===== src/rtl/arm_mem_pkg.sv =====
// Shared definitions for the MEM-stage load/store unit: access sizes, FSM states
// and the byte-lane helpers used by both the FSM and the lane aligner.
package arm_mem_pkg;

   localparam logic [1:0] SZ_B = 2'b00;
   localparam logic [1:0] SZ_H = 2'b01;
   localparam logic [1:0] SZ_W = 2'b10;
   localparam logic [1:0] SZ_D = 2'b11;

   typedef enum logic [1:0] {
      IDLE = 2'd0,
      WAIT = 2'd1,
      DONE = 2'd2
   } mau_state_e;

   function automatic logic [7:0] byte_enables(input logic [1:0] size, input logic [2:0] offset);
      logic [7:0] mask;
      case (size)
         SZ_B:    mask = 8'h01;
         SZ_H:    mask = 8'h03;
         SZ_W:    mask = 8'h0F;
         default: mask = 8'hFF;
      endcase
      return mask << offset;
   endfunction

   // An access is aligned when the low address bits below its size are all zero.
   function automatic logic is_aligned(input logic [1:0] size, input logic [2:0] offset);
      case (size)
         SZ_B:    return 1'b1;
         SZ_H:    return offset[0] == 1'b0;
         SZ_W:    return offset[1:0] == 2'b00;
         default: return offset == 3'b000;
      endcase
   endfunction

endpackage


===== src/rtl/mem_lane_align.sv =====
// Little-endian byte-lane steering: byte enables and shifted store data on the
// way out, right-aligned and sign/zero-extended load data on the way back.
module mem_lane_align
   import arm_mem_pkg::*;
(
   input  logic [2:0]  offset,
   input  logic [1:0]  size,
   input  logic        sign_ext,
   input  logic [63:0] wdata,
   input  logic [63:0] rdata,
   output logic [7:0]  be,
   output logic [63:0] wdata_shifted,
   output logic [63:0] rdata_extended
);

   logic [63:0] rdata_shifted;

   always_comb begin
      be             = byte_enables(size, offset);
      wdata_shifted  = wdata << {offset, 3'b000};
      rdata_shifted  = rdata >> {offset, 3'b000};
      rdata_extended = rdata_shifted;
      case (size)
         SZ_B: rdata_extended = {{56{sign_ext & rdata_shifted[7]}},  rdata_shifted[7:0]};
         SZ_H: rdata_extended = {{48{sign_ext & rdata_shifted[15]}}, rdata_shifted[15:0]};
         SZ_W: rdata_extended = {{32{sign_ext & rdata_shifted[31]}}, rdata_shifted[31:0]};
         default: rdata_extended = rdata_shifted;
      endcase
   end

endmodule


===== src/rtl/mem_access_unit.sv =====
// MEM-stage load/store unit: runs one req/ack data-memory transaction per memory
// op, stalls the front of the pipeline meanwhile and hands the result to MEM/WB.
module mem_access_unit
   import arm_mem_pkg::*;
#(
   parameter int ADDR_W = 64,
   parameter int DATA_W = 64
) (
   input  logic              clock,
   input  logic              reset,
   input  logic              mem_read,
   input  logic              mem_write,
   input  logic [1:0]        size,
   input  logic              sign_ext,
   input  logic [ADDR_W-1:0] alu_result_in,
   input  logic [DATA_W-1:0] write_data_in,
   output logic              dmem_req,
   output logic              dmem_we,
   output logic [ADDR_W-1:0] dmem_addr,
   output logic [DATA_W-1:0] dmem_wdata,
   output logic [7:0]        dmem_be,
   input  logic              dmem_ack,
   input  logic [DATA_W-1:0] dmem_rdata,
   output logic [DATA_W-1:0] read_data_out,
   output logic [ADDR_W-1:0] alu_result_out,
   output logic              stall,
   output logic              misaligned
);

   mau_state_e        state;
   logic [ADDR_W-1:0] lat_addr;
   logic [1:0]        lat_size;
   logic              lat_sign;
   logic              lat_store;

   logic              in_idle;
   logic              mem_op;
   logic              op_aligned;
   logic [2:0]        lane_offset;
   logic [1:0]        lane_size;
   logic              lane_sign;
   logic [7:0]        lane_be;
   logic [DATA_W-1:0] lane_wdata;
   logic [DATA_W-1:0] lane_rdata;

   assign in_idle    = (state == IDLE);
   assign mem_op     = mem_read | mem_write;
   assign op_aligned = is_aligned(size, alu_result_in[2:0]);

   // One aligner serves both directions: live inputs while issuing from IDLE,
   // the latched access while waiting for the load data to come back.
   assign lane_offset = in_idle ? alu_result_in[2:0] : lat_addr[2:0];
   assign lane_size   = in_idle ? size : lat_size;
   assign lane_sign   = in_idle ? sign_ext : lat_sign;

   mem_lane_align u_lane_align (
      .offset         (lane_offset),
      .size           (lane_size),
      .sign_ext       (lane_sign),
      .wdata          (write_data_in),
      .rdata          (dmem_rdata),
      .be             (lane_be),
      .wdata_shifted  (lane_wdata),
      .rdata_extended (lane_rdata)
   );

   assign stall          = (state == WAIT) | (in_idle & mem_op & op_aligned);
   assign misaligned     = in_idle & mem_op & ~op_aligned;
   assign alu_result_out = in_idle ? alu_result_in : lat_addr;

   always_ff @(posedge clock) begin
      if (reset) begin
         state         <= IDLE;
         lat_addr      <= '0;
         lat_size      <= SZ_B;
         lat_sign      <= 1'b0;
         lat_store     <= 1'b0;
         dmem_req      <= 1'b0;
         dmem_we       <= 1'b0;
         dmem_addr     <= '0;
         dmem_wdata    <= '0;
         dmem_be       <= '0;
         read_data_out <= '0;
      end else begin
         case (state)
            IDLE: begin
               if (mem_op && op_aligned) begin
                  lat_addr   <= alu_result_in;
                  lat_size   <= size;
                  lat_sign   <= sign_ext;
                  lat_store  <= mem_write;
                  dmem_req   <= 1'b1;
                  dmem_we    <= mem_write;
                  dmem_addr  <= {alu_result_in[ADDR_W-1:3], 3'b000};
                  dmem_wdata <= lane_wdata;
                  dmem_be    <= lane_be;
                  state      <= WAIT;
               end else if (mem_op) begin
                  read_data_out <= '0;
               end
            end
            WAIT: begin
               if (dmem_ack) begin
                  dmem_req      <= 1'b0;
                  read_data_out <= lat_store ? '0 : lane_rdata;
                  state         <= DONE;
               end
            end
            DONE: begin
               // EX/MEM still holds the finished instruction here, so its inputs are ignored.
               state <= IDLE;
            end
            default: state <= IDLE;
         endcase
      end
   end

endmodule


===== config.mk =====
export PLATFORM = sky130hd
export DESIGN_NAME = mem_access_unit
export DESIGN_NICKNAME = d
export VERILOG_FILES = /design/src/rtl/arm_mem_pkg.sv /design/src/rtl/mem_lane_align.sv /design/src/rtl/mem_access_unit.sv
export SDC_FILE = /design/constraint.sdc
export NUM_CORES = 1
export LEC_CHECK = 0
export ABC_AREA = 1
export BUFFER_PORTS_ARGS = -buffer_cell sky130_fd_sc_hd__buf_2
export CAP_MARGIN = 30
export CORE_AREA = 2 2 184 186
export CTS_CLUSTER_DIAMETER = 80
export DETAILED_ROUTE_END_ITERATION = 12
export DIE_AREA = 0 0 186 188
export PLACE_DENSITY_LB_ADDON = 0.05
export SYNTH_ARGS = -nofsm -noshare
export SYNTH_HDL_FRONTEND = slang
export SYNTH_SLANG_ARGS = --single-unit
export TNS_END_PERCENT = 10

===== constraint.sdc =====
create_clock -name clock -period 5.7 [get_ports clock]
set_input_delay 0.285 -clock clock [delete_from_list [all_inputs] [get_ports clock]]
set_output_delay 0.285 -clock clock [all_outputs]
set_load 0.1 [all_outputs]

Word level (Yosys, flattened, before mapping)
Index checks and enable logic that the tools add are counted.

storage, ports and cells
  flip-flop bits (word level) = 268
  word-level logic and storage cells = 61

operators by class
  equal/unequal tests = 9
  shift operators = 3
  mux-type cells = 18
  bitwise operators = 10
  reduce and logical (&&, ||, !) cells = 11

operators with widths
  cell                  count
  $mux W64              5
  $pmux W64 S3          1
  $pmux W64 S2          1
  $shl A64 B6 Y64       1
  $shr A64 B6 Y64       1
  $pmux W8 S3           1
  $logic_not A2 Y1      4
  $shl A8 B3 Y8         1
  $and A1 B1 Y1         6
  $eq A2 B1 Y1 const B  3
  $mux W2               3
  $eq A2 B2 Y1 const B  2
  $ne A2 B1 Y1 const B  2
  $ne A2 B2 Y1 const B  2
  $pmux W2 S2           1
  $reduce_and A2 Y1     2
  $reduce_and A4 Y1     1
  $logic_not A3 Y1      1
  $mux W1               3
  $mux W3               1
  $pmux W1 S3           1
  $reduce_and A3 Y1     1
  $not A1 Y1            2
  $or A1 B1 Y1          2
  3 further kinds       3

Longest topological paths before layout
  depth after elaboration = 8
  mapped depth = 16
  mapped depth without buffers = 14

By module
A second synthesis with hierarchy kept.

second synthesis, totals
  cell total of the unflattened synthesis = 2,190
  area, all modules = 13,246.5 um^2

by module, submodules not included
  module           instances  cells each  area an instance (um^2)  seq. area each (um^2)
  mem_access_unit  1          1,345       9,336.5                  4,144.0
  mem_lane_align   1          845         3,910.0                  0.0

Worst setup path before layout
Ideal clock, no wire load.

  kind = flip-flop to flip-flop
  start point = register state[0]
  end point = register read_data_out[54]
  setup time = 0.139 ns
  arrival time = 3.709 ns
  path slack = 1.852 ns
  stages on the path, launching flop included = 9
  cell sequence = dfxtp_1 > inv_2 > nand2_4 > buf_6 > nor3_1 > nor2_1 > clkbuf_1 > nand2_1 > a21oi_2

between the ends
  cells in the longest elaborated chain, start to end = 8
  elaborated cells on any way between the ends = 21
  classes of those cells = eq/ne: 6; shift: 1; mux: 7; bitwise: 3; reduce/logical: 4

ends and longest elaborated chain
  element                           line                                                              text
  start, declared                   mem_access_unit.sv:30                                             mau_state_e state;
  start signal, assigned            mem_access_unit.sv:73                                             state <= IDLE;
  start signal, assigned            mem_access_unit.sv:97                                             state <= WAIT;
  start signal, assigned            mem_access_unit.sv:106                                            state <= DONE;
  $logic_not A2 Y1                  mem_access_unit.sv:46, mem_access_unit.sv:85
  $mux W3                           mem_access_unit.sv:52                                             assign lane_offset = in_idle ? alu_result_in[2:0] : lat_addr[2:0];
  $shr A64 B6 Y64                   mem_lane_align.sv:21                                              rdata_shifted = rdata >> {offset, 3'b000};
  $and A1 B1 Y1 (on tied branches)  mem_lane_align.sv:26, mem_lane_align.sv:24, mem_lane_align.sv:25
  $pmux W64 S3                      mem_lane_align.sv:23                                              case (size)
  $mux W64                          mem_access_unit.sv:105                                            read_data_out <= lat_store ? '0 : lane_rdata;
  $mux W64                          mem_access_unit.sv:103                                            if (dmem_ack) begin
  $pmux W64 S2                      mem_access_unit.sv:85                                             case (state)
  end signal, assigned              mem_access_unit.sv:105
  end, declared                     mem_access_unit.sv:24                                             output logic [DATA_W-1:0] read_data_out,

Parallel ways exist; a longest one is shown, timed or not. The select of a mux whose other input is x is not followed.
A chain may end at the register's enable or synchronous reset.

Worst setup path in the final report
  start point = register state[1]
  end point = output port alu_result_out[0]

between the ends
  cells in the longest elaborated chain, start to end = 2

ends and longest elaborated chain
  element           line                   text
  $logic_not A2 Y1  mem_access_unit.sv:46  assign in_idle = (state == IDLE);
  $mux W64          mem_access_unit.sv:69  assign alu_result_out = in_idle ? alu_result_in : lat_addr;
  end, declared     mem_access_unit.sv:25  output logic [ADDR_W-1:0] alu_result_out,

Every way passes these cells.

==> impl_metrics.tcl <==
set metrics [dict create \
    syn_avg_cell_area_um2 6.30 \
    layout.area.seq_mm2 0.00414 \
    fin_area_mm2 0.0150 \
    ir_drop_uv 214 \
    core-area_mm2 0.0331 \
    path_max_fanout 67 \
    rows 67 \
    synthCells 1952 \
    ant_nets 0 \
    drtIter0Drc 1089 \
    synthDistinctLibCells 42 \
    start_util_pct 37.1 \
    fp.dieW_um 186 \
    grt_antenna_before_repair 8 \
    synth_edf_count 0 \
    path_cells "nor2_8 -> buf_4 -> nand2_4 -> nand2_4 -> buf_4 -> buf_2" \
    yosys.area_share.adder_pct 0 \
    cp.required_ps 5410 \
    muxShareOfSynthArea_pct 0.326 \
    io_pins 468 \
    async_flop_share_pct 0 \
    place_ws_ps 1910 \
    rsz0062_at_grt "no" \
    fin_tns_setup_ps 0 \
    tightest_slew_ps 925 \
    wirelength_um 49500 \
    run_status "finished clean" \
    multi_input_comb_area_mm2 0.00667 \
    firstDrtPassIters 5 \
    slowest_delay_ps 600 \
    hold_depth 3 \
    via_per_inst 5.06 \
    n_fill_cell 3636 \
    synth_ff_type "dfxtp_1" \
    placed_area_mm2 0.0142 \
    finalNonFillerCells 2723 \
    hp-class "input pin to flip-flop" \
    clk_latency_ps 530 \
    cts_tree "done" \
    clockBufferDepth 3 \
    slew_headroom_pct 38.3 \
    crit_type "flip-flop to output port" \
    cts_setup_buffers 0 \
    ctsHoldBuffers 0 \
    place_congestion 0.934 \
    overflow 0 \
    finalCritPeriodShare_pct 66.4 \
    io_buffers 464 \
    crit_slowest_cell "buf_4" \
    synthSimpleGateAreaFrac_pct 32.4 \
    fin_ws_ps 1910 \
    ctsRootBufferMaster "clkbuf_16" \
    grt_pass1_vias 12300 \
    dp_cells 2673 \
    final_cell_mix "nand2_1 (678), buf_2 (463), dfxtp_1 (207)" \
    reg2reg_depth 12 \
    period_needed_ps 3790 \
    hold_path.startpoint "alu_result_in[43]" \
    cts.repair.resized 0 \
    hold_ws_ps 30.2 \
    final_common_cell "nand2_1" \
    setup_viol_count_final 0 \
    wl_per_cell_um 18.2 \
    clock-sinks 207 \
    grt_pass1_wl_um 73000 \
    synth.yosys.seq_area_share_pct 33.7 \
    arrival_ps 3500 \
    hpwl_um 35800 \
    power_density_mw_per_mm2 375 \
    cts_made_buffers 25 \
    hold_violations 0 \
    drive_above_1_share_pct 26.6 \
    synthToLayoutAreaGrowth_pct 22.3 \
    maxCapViolations 0 \
    total_power_mw 5.64 \
    finalMaxSlewViolations 0 \
    clk_pin_slew_ps 60 \
    synth-compound-area-share_pct 21.1 \
    dieArea_mm2 0.0350 \
    grt_max_degree 90 \
    num_vias 13800 \
    route.detailed.drc 0 \
    r2r-start "state[1]$_SDFFE_PP0P_" \
    htree_levels 1 \
    fin_skew_ps 15.9 \
    synth-xor-area-share_pct 0 \
    synth_top_family_by_area "simple AND/OR/NAND/NOR gates" \
    fmax_mhz 264 \
    post-route-util_pct 45.4 \
    yosysWarnings 0 \
    grtUsageTotal_pct 26.9 \
    cp-start-kind "flip-flop" \
    ys_ff_latch 207 \
    p_leak_nw 7.37 \
    layout.nets 2452 \
    startpoint "state[1]$_SDFFE_PP0P_" \
    fp.dieH_um 188 \
    cp-end-kind "output port" \
    synth_area_mm2 0.0123 \
]
[layout make-up]
type / count / share of cell area [%]
Antenna cell: 5 / 0.0832
Clock buffer: 32 / 4.67
Sequential cell: 207 / 27.6
Multi-Input combinational cell: 1446 / 44.3
Tap cell: 448 / 3.73
Clock inverter: 13 / 1.04
Timing Repair Buffer: 480 / 16.3
Inverter: 92 / 2.30
[Yosys cell counts (2+ instances only)]
cell | count | area, um^2
a21oi_1 | 161 | 806
a21oi_2 | 10 | 87.6
a22oi_1 | 12 | 90.1
a31oi_1 | 8 | 50.1
buf_1 | 7 | 26.3
buf_2 | 40 | 200
buf_4 | 71 | 533
buf_6 | 9 | 101
clkbuf_1 | 81 | 304
dfxtp_1 | 207 | 4140
inv_1 | 81 | 304
inv_2 | 11 | 41.3
mux2i_1 | 4 | 40.0
nand2_1 | 679 | 2550
nand2_2 | 15 | 93.8
nand2_4 | 4 | 45.0
nand3_1 | 84 | 420
nand4_1 | 3 | 18.8
nor2_1 | 165 | 619
nor2_2 | 3 | 18.8
nor2_4 | 3 | 33.8
nor3_2 | 2 | 20.0
o211ai_1 | 41 | 308
o21ai_0 | 154 | 771
o21ai_1 | 38 | 190
o21ai_2 | 11 | 96.3
o22ai_1 | 15 | 93.8
o22ai_2 | 4 | 50.1
or2_0 | 4 | 25.0
or2_1 | 4 | 25.0
or2_2 | 10 | 62.6
[logic make-up (layout without fill, tap and decap cells)]
| family | count (synthesis) | after routing |
|---|---|---|
| AND/OR/NAND/NOR | 981 | 981 |
| AO/OA/AOI/OAI | 458 | 458 |
| buffers and inverters | 301 | 617 |
| flip-flops | 207 | 207 |
| multiplexers | 4 | 4 |
| other | 1 | 8 |
[routing by layer]
metal / GRT usage [%] / vias up / wire (um)
met1: 36.2 / 6259 / 21700
met4: 7.57 / 4 / 1230
met2: 43.3 / 591 / 22500
met3: 5.42 / 69 / 4100
met5: 0 / - / 30
li1: - / 6857 / -
[state kept, by name, summed over array words and instances, names as in the netlist]
register	flops
lat_addr	64
lat_store	1
lat_size	2
lat_sign	1
read_data_out	64
dmem_req	1
dmem_wdata	64
state	2
dmem_be	8
[worst max-delay path: cells and delay by family (launching register included)]
family	cells	cell delay [ps]
buf+inv	3	1700
flops	1	380
simple gates	3	840
[power by group]
part | leakage [nW] | switching, mW | internal [mW]
logic | 5.27 | 1.93 | 0.425
registers | 1.69 | 0.0648 | 1.54
clock network | 0.410 | 0.671 | 1.01
[path summary, 6_finish.rpt]
path,to,slack (ps)
max,alu_result_out[0],1910
min,lat_addr[43]$_SDFFE_PP0N_,30
max reg2reg,read_data_out[46]$_SDFFE_PP0P_,1950
min reg2reg,read_data_out[36]$_SDFFE_PP0P_,460
(Power assumes the default switching activity.)
